==> config.mk <==
export PLATFORM = sky130hd
export DESIGN_NAME = fft_frame_ctrl_flat
export DESIGN_NICKNAME = d
export VERILOG_FILES = /design/src/rtl/fft_frame_ctrl_if.sv /design/src/rtl/fft_frame_ctrl.sv /design/src/flat_wrapper.sv
export SDC_FILE = /design/constraint.sdc
export NUM_CORES = 2
export LEC_CHECK = 0
export CORE_ASPECT_RATIO = 1.4
export CORE_MARGIN = 1.5
export CORE_UTILIZATION = 63
export CTS_CLUSTER_DIAMETER = 100
export DETAILED_ROUTE_END_ITERATION = 8
export DONT_BUFFER_PORTS = 1
export PLACE_DENSITY = 0.88
export SLEW_MARGIN = 25
export SYNTH_ARGS = -nofsm -noshare
export SYNTH_HDL_FRONTEND = slang
export SYNTH_SLANG_ARGS = --single-unit
export TNS_END_PERCENT = 5
==> constraint.sdc <==
create_clock -name clk -period 6.8 [get_ports clk]
set_input_delay 1.02 -clock clk [delete_from_list [all_inputs] [get_ports clk]]
set_output_delay 1.02 -clock clk [all_outputs]
set_load 0.01 [all_outputs]
==> src/rtl/fft_frame_ctrl_if.sv <==
// Signal bundle between the FFT frame controller and its surroundings:
// upstream sample stream, FFT core drive/status, result handshake and status.
interface fft_frame_ctrl_if #(
  parameter int W = 32
);
  logic [W-1:0] in_i;
  logic [W-1:0] in_q;
  logic         in_valid;
  logic         in_ready;

  logic [W-1:0] fft_i;
  logic [W-1:0] fft_q;
  logic         fft_start;
  logic         fft_busy;
  logic         fft_valid;
  logic [W-1:0] fft_real;
  logic [W-1:0] fft_imag;

  logic [W-1:0] res_real;
  logic [W-1:0] res_imag;
  logic         res_valid;
  logic         res_ready;

  logic         timeout_err;
  logic [15:0]  frame_cnt;

  // Controller side
  modport slave (
    input  in_i, in_q, in_valid,
    output in_ready,
    output fft_i, fft_q, fft_start,
    input  fft_busy, fft_valid, fft_real, fft_imag,
    output res_real, res_imag, res_valid,
    input  res_ready,
    output timeout_err, frame_cnt
  );

  // Environment side
  modport master (
    output in_i, in_q, in_valid,
    input  in_ready,
    input  fft_i, fft_q, fft_start,
    output fft_busy, fft_valid, fft_real, fft_imag,
    input  res_real, res_imag, res_valid,
    output res_ready,
    input  timeout_err, frame_cnt
  );
endinterface

==> src/rtl/fft_frame_ctrl.sv <==
// Frame controller: buffers N complex samples, bursts them into the FFT delay
// line, starts the core, waits (bounded) for its result and hands it downstream.
module fft_frame_ctrl #(
  parameter int N       = 32,
  parameter int W       = 32,
  parameter int TIMEOUT = 1024
) (
  input logic         clk,
  input logic         reset,
  fft_frame_ctrl_if.slave bus
);

  localparam int IW = (N > 1) ? $clog2(N) : 1;
  localparam int TW = (TIMEOUT > 1) ? $clog2(TIMEOUT) : 1;
  localparam logic [IW-1:0] LAST_IDX = IW'(N - 1);
  localparam logic [TW-1:0] LAST_CNT = TW'(TIMEOUT - 1);

  typedef enum logic [2:0] {FILL, BURST, START, WAIT, DONE} state_t;

  state_t        state, state_nxt;
  logic [IW-1:0] wr_idx;
  logic [IW-1:0] burst_idx;
  logic [IW-1:0] rd_idx;
  logic [TW-1:0] wait_cnt;
  logic [W-1:0]  buf_i [N];
  logic [W-1:0]  buf_q [N];

  logic          accept, fill_done, burst_done;
  logic          wait_hit, wait_expire, res_take;

  logic [W-1:0]  fft_i_q, fft_q_q, res_real_q, res_imag_q;
  logic          fft_start_q, in_ready_q, res_valid_q, timeout_err_q;
  logic [15:0]   frame_cnt_q;

  always_comb begin
    accept      = (state == FILL) && bus.in_valid;
    fill_done   = accept && (wr_idx == LAST_IDX);
    burst_done  = (state == BURST) && (burst_idx == LAST_IDX);
    wait_hit    = (state == WAIT) && bus.fft_valid;
    wait_expire = (state == WAIT) && !bus.fft_valid && (wait_cnt == LAST_CNT);
    res_take    = (state == DONE) && bus.res_ready;
    // Read address leads the burst index by one so the output register
    // holds buffer[k] exactly while burst_idx == k.
    rd_idx      = (state == BURST) ? burst_idx + IW'(1) : '0;

    state_nxt = state;
    case (state)
      FILL:    if (fill_done) state_nxt = BURST;
      BURST:   if (burst_done) state_nxt = START;
      START:   if (!bus.fft_busy) state_nxt = WAIT;
      WAIT: begin
        if (wait_hit)         state_nxt = DONE;
        else if (wait_expire) state_nxt = FILL;
      end
      DONE:    if (res_take) state_nxt = FILL;
      default: state_nxt = FILL;
    endcase
  end

  always_ff @(posedge clk or posedge reset) begin
    if (reset) begin
      state         <= FILL;
      wr_idx        <= '0;
      burst_idx     <= '0;
      wait_cnt      <= '0;
      fft_i_q       <= '0;
      fft_q_q       <= '0;
      fft_start_q   <= 1'b0;
      res_real_q    <= '0;
      res_imag_q    <= '0;
      in_ready_q    <= 1'b1;
      res_valid_q   <= 1'b0;
      timeout_err_q <= 1'b0;
      frame_cnt_q   <= '0;
    end else begin
      state <= state_nxt;

      if (accept) wr_idx <= fill_done ? '0 : wr_idx + IW'(1);

      if (state == BURST) burst_idx <= burst_done ? '0 : burst_idx + IW'(1);
      else                burst_idx <= '0;

      if (state == WAIT) wait_cnt <= wait_cnt + TW'(1);
      else               wait_cnt <= '0;

      if (state_nxt == BURST) begin
        fft_i_q <= buf_i[rd_idx];
        fft_q_q <= buf_q[rd_idx];
      end else begin
        fft_i_q <= '0;
        fft_q_q <= '0;
      end

      fft_start_q <= (state == START) && !bus.fft_busy;
      in_ready_q  <= (state_nxt == FILL);
      res_valid_q <= (state_nxt == DONE);

      if (wait_hit) begin
        res_real_q <= bus.fft_real;
        res_imag_q <= bus.fft_imag;
      end

      if (wait_expire) timeout_err_q <= 1'b1;
      if (res_take)    frame_cnt_q   <= frame_cnt_q + 16'd1;
    end
  end

  always_ff @(posedge clk) begin
    if (accept) begin
      buf_i[wr_idx] <= bus.in_i;
      buf_q[wr_idx] <= bus.in_q;
    end
  end

  assign bus.in_ready    = in_ready_q;
  assign bus.fft_i       = fft_i_q;
  assign bus.fft_q       = fft_q_q;
  assign bus.fft_start   = fft_start_q;
  assign bus.res_real    = res_real_q;
  assign bus.res_imag    = res_imag_q;
  assign bus.res_valid   = res_valid_q;
  assign bus.timeout_err = timeout_err_q;
  assign bus.frame_cnt   = frame_cnt_q;

endmodule

==> src/flat_wrapper.sv <==
// flat-port wrapper written by rule: the top's interface ports become plain ports
module fft_frame_ctrl_flat 
#(
  parameter int N       = 32,
  parameter int W       = 32,
  parameter int TIMEOUT = 1024
)
  (clk, reset, bus_in_i, bus_in_q, bus_in_valid, bus_in_ready, bus_fft_i, bus_fft_q, bus_fft_start, bus_fft_busy, bus_fft_valid, bus_fft_real, bus_fft_imag, bus_res_real, bus_res_imag, bus_res_valid, bus_res_ready, bus_timeout_err, bus_frame_cnt);
  fft_frame_ctrl_if #(.W(W)) bus_i ();
  input logic clk;
  input logic reset;
  input wire logic [$bits(bus_i.in_i)-1:0] bus_in_i;
  input wire logic [$bits(bus_i.in_q)-1:0] bus_in_q;
  input wire logic [$bits(bus_i.in_valid)-1:0] bus_in_valid;
  output wire logic [$bits(bus_i.in_ready)-1:0] bus_in_ready;
  output wire logic [$bits(bus_i.fft_i)-1:0] bus_fft_i;
  output wire logic [$bits(bus_i.fft_q)-1:0] bus_fft_q;
  output wire logic [$bits(bus_i.fft_start)-1:0] bus_fft_start;
  input wire logic [$bits(bus_i.fft_busy)-1:0] bus_fft_busy;
  input wire logic [$bits(bus_i.fft_valid)-1:0] bus_fft_valid;
  input wire logic [$bits(bus_i.fft_real)-1:0] bus_fft_real;
  input wire logic [$bits(bus_i.fft_imag)-1:0] bus_fft_imag;
  output wire logic [$bits(bus_i.res_real)-1:0] bus_res_real;
  output wire logic [$bits(bus_i.res_imag)-1:0] bus_res_imag;
  output wire logic [$bits(bus_i.res_valid)-1:0] bus_res_valid;
  input wire logic [$bits(bus_i.res_ready)-1:0] bus_res_ready;
  output wire logic [$bits(bus_i.timeout_err)-1:0] bus_timeout_err;
  output wire logic [$bits(bus_i.frame_cnt)-1:0] bus_frame_cnt;
  assign bus_i.in_i = bus_in_i;
  assign bus_i.in_q = bus_in_q;
  assign bus_i.in_valid = bus_in_valid;
  assign bus_in_ready = bus_i.in_ready;
  assign bus_fft_i = bus_i.fft_i;
  assign bus_fft_q = bus_i.fft_q;
  assign bus_fft_start = bus_i.fft_start;
  assign bus_i.fft_busy = bus_fft_busy;
  assign bus_i.fft_valid = bus_fft_valid;
  assign bus_i.fft_real = bus_fft_real;
  assign bus_i.fft_imag = bus_fft_imag;
  assign bus_res_real = bus_i.res_real;
  assign bus_res_imag = bus_i.res_imag;
  assign bus_res_valid = bus_i.res_valid;
  assign bus_i.res_ready = bus_res_ready;
  assign bus_timeout_err = bus_i.timeout_err;
  assign bus_frame_cnt = bus_i.frame_cnt;
  fft_frame_ctrl #(.N(N), .W(W), .TIMEOUT(TIMEOUT)) u_core (.clk(clk), .reset(reset), .bus(bus_i));
endmodule
==> results.sh <==
export IMPL_status="finished clean"
export IMPL_max_freq_ghz=0.2167
export IMPL_clockBufferDepth=3
export IMPL_synth_cell_types=65
export IMPL_crit_type="reg2reg"
export IMPL_cts_resized=0
export IMPL_design_area_um2=95420
export IMPL_crit_path_frequent_cell="buf_4"
export IMPL_grt_max_degree=183
export IMPL_post_cts_setup_buffer_count=0
export IMPL_rows=161
export IMPL_multi_input_area_um2=20170
export IMPL_critPathRequiredTime_ps=7530
export IMPL_worstPathMaxFanout=56
export IMPL_htreeDepth=4
export IMPL_clk_latency_ps=890
export IMPL_nFillCells=7751
export IMPL_hold_path_class="in2async"
export IMPL_die_y_um=444.2
export IMPL_fin_ws_ps=2186
export IMPL_cp_start_kind="flip-flop"
export IMPL_ir_drop_mv=0.7894
export IMPL_timing_final_crit_share_pct=67.85
export IMPL_postSynthNetCount=5805
export IMPL_synth_cells=5662
export IMPL_cts_tree="yes"
export IMPL_synth_area_leader_cell="edfxtp_1"
export IMPL_syn_cell_area_um2=87580
export IMPL_cts_buffers=186
export IMPL_dp_cells=7115
export IMPL_dieWidth_um=318.1
export IMPL_finClkSkew_ps=46.68
export IMPL_post_route_min_period_ps=4614
export IMPL_vias_per_cell=7.589
export IMPL_finalHoldViolations=0
export IMPL_cp_end_kind="flip-flop"
export IMPL_ys_warnings_count=0
export IMPL_synth_edff_count=2048
export IMPL_rsz0062_at_grt="no"
export IMPL_vias=56690
export IMPL_mostFrequentLayoutCells="2048 x edfxtp_1, 506 x nand2_1, 387 x a21oi_1"
export IMPL_clock_tree_root_cell="clkbuf_16"
export IMPL_p_leak_nw=30.88
export IMPL_hold_buffers=0
export IMPL_total_power_w=0.03806
export IMPL_drcViolationCount=0
export IMPL_place_area_um2=89380
export IMPL_power_density_nw_per_um2=398.9
export IMPL_drt_pass1_iter_count=8
export IMPL_grt_pass1_vias=56270
export IMPL_slew_viol_final=0
export IMPL_design_core_area_um2=137800
export IMPL_area_growth_pct=8.943
export IMPL_drive_above_1_share_pct=9.473
export IMPL_grt_overflow=0
export IMPL_layout_area_seq_um2=65780
export IMPL_critPathArrivalTime_ps=5340
export IMPL_final_setup_viol_count=0
export IMPL_synth_top_area_share_pct=70.22
export IMPL_hpwlAfterDp_um=124800
export IMPL_setup_tns_ps=0
export IMPL_worstMarginPinSlew_ps=1159
export IMPL_synth_main_ff_cell="edfxtp_1"
export IMPL_synth_area_top_cells="edfxtp_1 70%, dfrtp_1 4.9%, mux2i_1 2.3%"
export IMPL_drv_cap=0
export IMPL_drt_iter0_markers=10180
export IMPL_mostFrequentLayoutCell="edfxtp_1"
export IMPL_ys_ff_latch=2219
export IMPL_dieArea_um2=141300
export IMPL_path_clk_slew_ps=70
export IMPL_grt_pass1_wl_um=361000
export IMPL_cp_cell_sequence="ha_4 -> and4bb_4 -> buf_4 -> buf_4 -> a22oi_1 -> o221ai_1 -> o311a_1 -> a211o_1 -> nand2_1"
export IMPL_grt_antenna_before_repair=8
export IMPL_cp_top_family="buffers and inverters"
export IMPL_postRouteAntennaNets=0
export IMPL_routed_wl_um=248500
export IMPL_dp_slack_ps=2471
export IMPL_wl_per_cell_um=33.27
export IMPL_fin_nets=5654
export IMPL_grt_usage_pct=34.66
export IMPL_numPortBuffers=0
export IMPL_slew_limit_headroom_pct=22.72
export IMPL_yosysSeqAreaShare_pct=75.10
export IMPL_cp_slowest_cell="dfrtp_4"
export IMPL_avgSynthCellArea_um2=15.47
export IMPL_gp_congestion=0.8263
export IMPL_stdcell_count=7470
export IMPL_synthArstFlopShare_pct=7.706
export IMPL_critPathMaxStageDelay_ps=1000
export IMPL_pin_count=282
export IMPL_cp_num_buf_inv=2
export IMPL_initial_core_util_pct=63.56
export IMPL_cts_sinks=2219
-- power by group --
part / total (W) / switching (W) / internal (W)
Combinational: 0.0111 / 0.00769 / 0.00343
Clock: 0.0107 / 0.00489 / 0.00576
Sequential: 0.0163 / 0.000624 / 0.0157
Total: 0.0381 / 0.0132 / 0.0249
-- cell type report --
class                      count  area share (%)
antenna                        8         0.02098
sequential                  2219           68.94
clock buffer                 264           5.434
timing repair buffer         113           1.210
clock inverter                82          0.8445
tap                         1793           2.351
multi-input combinational   2981           21.14
inverter                      10         0.05507
-- stage by stage --
step	hold slack, ps	utilization [%]
floorplan	432.9	-
global placement	444.9	64.79
detailed placement	457.6	64.87
CTS	210.2	69.21
global route	221.0	69.25
finish	189.2	69.25
-- Yosys cell counts, types with 49 or more instances --
cell          n
o22ai_1      63
o21ai_0      53
nor2_1      333
edfxtp_1   2048
dfrtp_1     170
nand2_1     511
mux2_2       68
and2_1       66
o31ai_1      51
a21oi_1     387
a311o_1      49
nor2b_1     117
mux2i_1     197
a211oi_1    220
a31oi_1     113
clkbuf_1    269
a311oi_1     72
a221o_1     127
a221oi_1     98
o221ai_1     63
buf_2       126
a2bb2oi_1   155
-- path summary, 6_finish.rpt --
path / to / startpoint / slack [ps] / cells past startpoint
worst max-delay path: u_core.bus.fft_i[5] / u_core.burst_idx[0] / 2190 / 9
worst min-delay path: u_core.bus.res_imag[3] / reset / 190 / 1
worst max register to register: u_core.bus.fft_i[5] / u_core.burst_idx[0] / 2190 / 9
worst min register to register: u_core.wait_cnt[0] / u_core.wait_cnt[0] / 460 / 1
max in group asynchronous: u_core.bus.timeout_err / reset / 4950 / 2
min in group clk: u_core.buf_i[23][9] / bus_in_i[9] / 240 / 0
-- sequential cells by signal, indices dropped and copies added (netlist names), 10 cells and up --
signal	count
u_core.buf_q	1024
u_core.bus.res_imag	32
u_core.wait_cnt	10
u_core.bus.fft_q	32
u_core.bus.frame_cnt	16
u_core.bus.fft_i	32
u_core.buf_i	1024
u_core.bus.res_real	32
-- metal layers --
layer,GRT usage (%),vias up,share of wire [%]
met1,40.85,27120,30
met3,10.50,1426,15
met4,24.18,2,7.8
met2,54.85,6054,47
li1,-,22100,-
met5,0,-,0.0052
-- logic make-up (layout without fill, tap and decap cells) --
family / after synthesis / in the layout / share of synthesized area [%]
multiplexers: 280 / 280 / 3.511
AND/OR/NAND/NOR: 1109 / 1109 / 5.580
flip-flops: 2219 / 2219 / 75.10
XOR/XNOR: 24 / 24 / 0.2486
adder cells (fa/ha/maj): 9 / 9 / 0.1286
AO/OA/AOI/OAI: 1559 / 1559 / 13.14
other: 0 / 8 / 0
buffers and inverters: 462 / 469 / 2.289
Power figures use the tool's default switching activity.
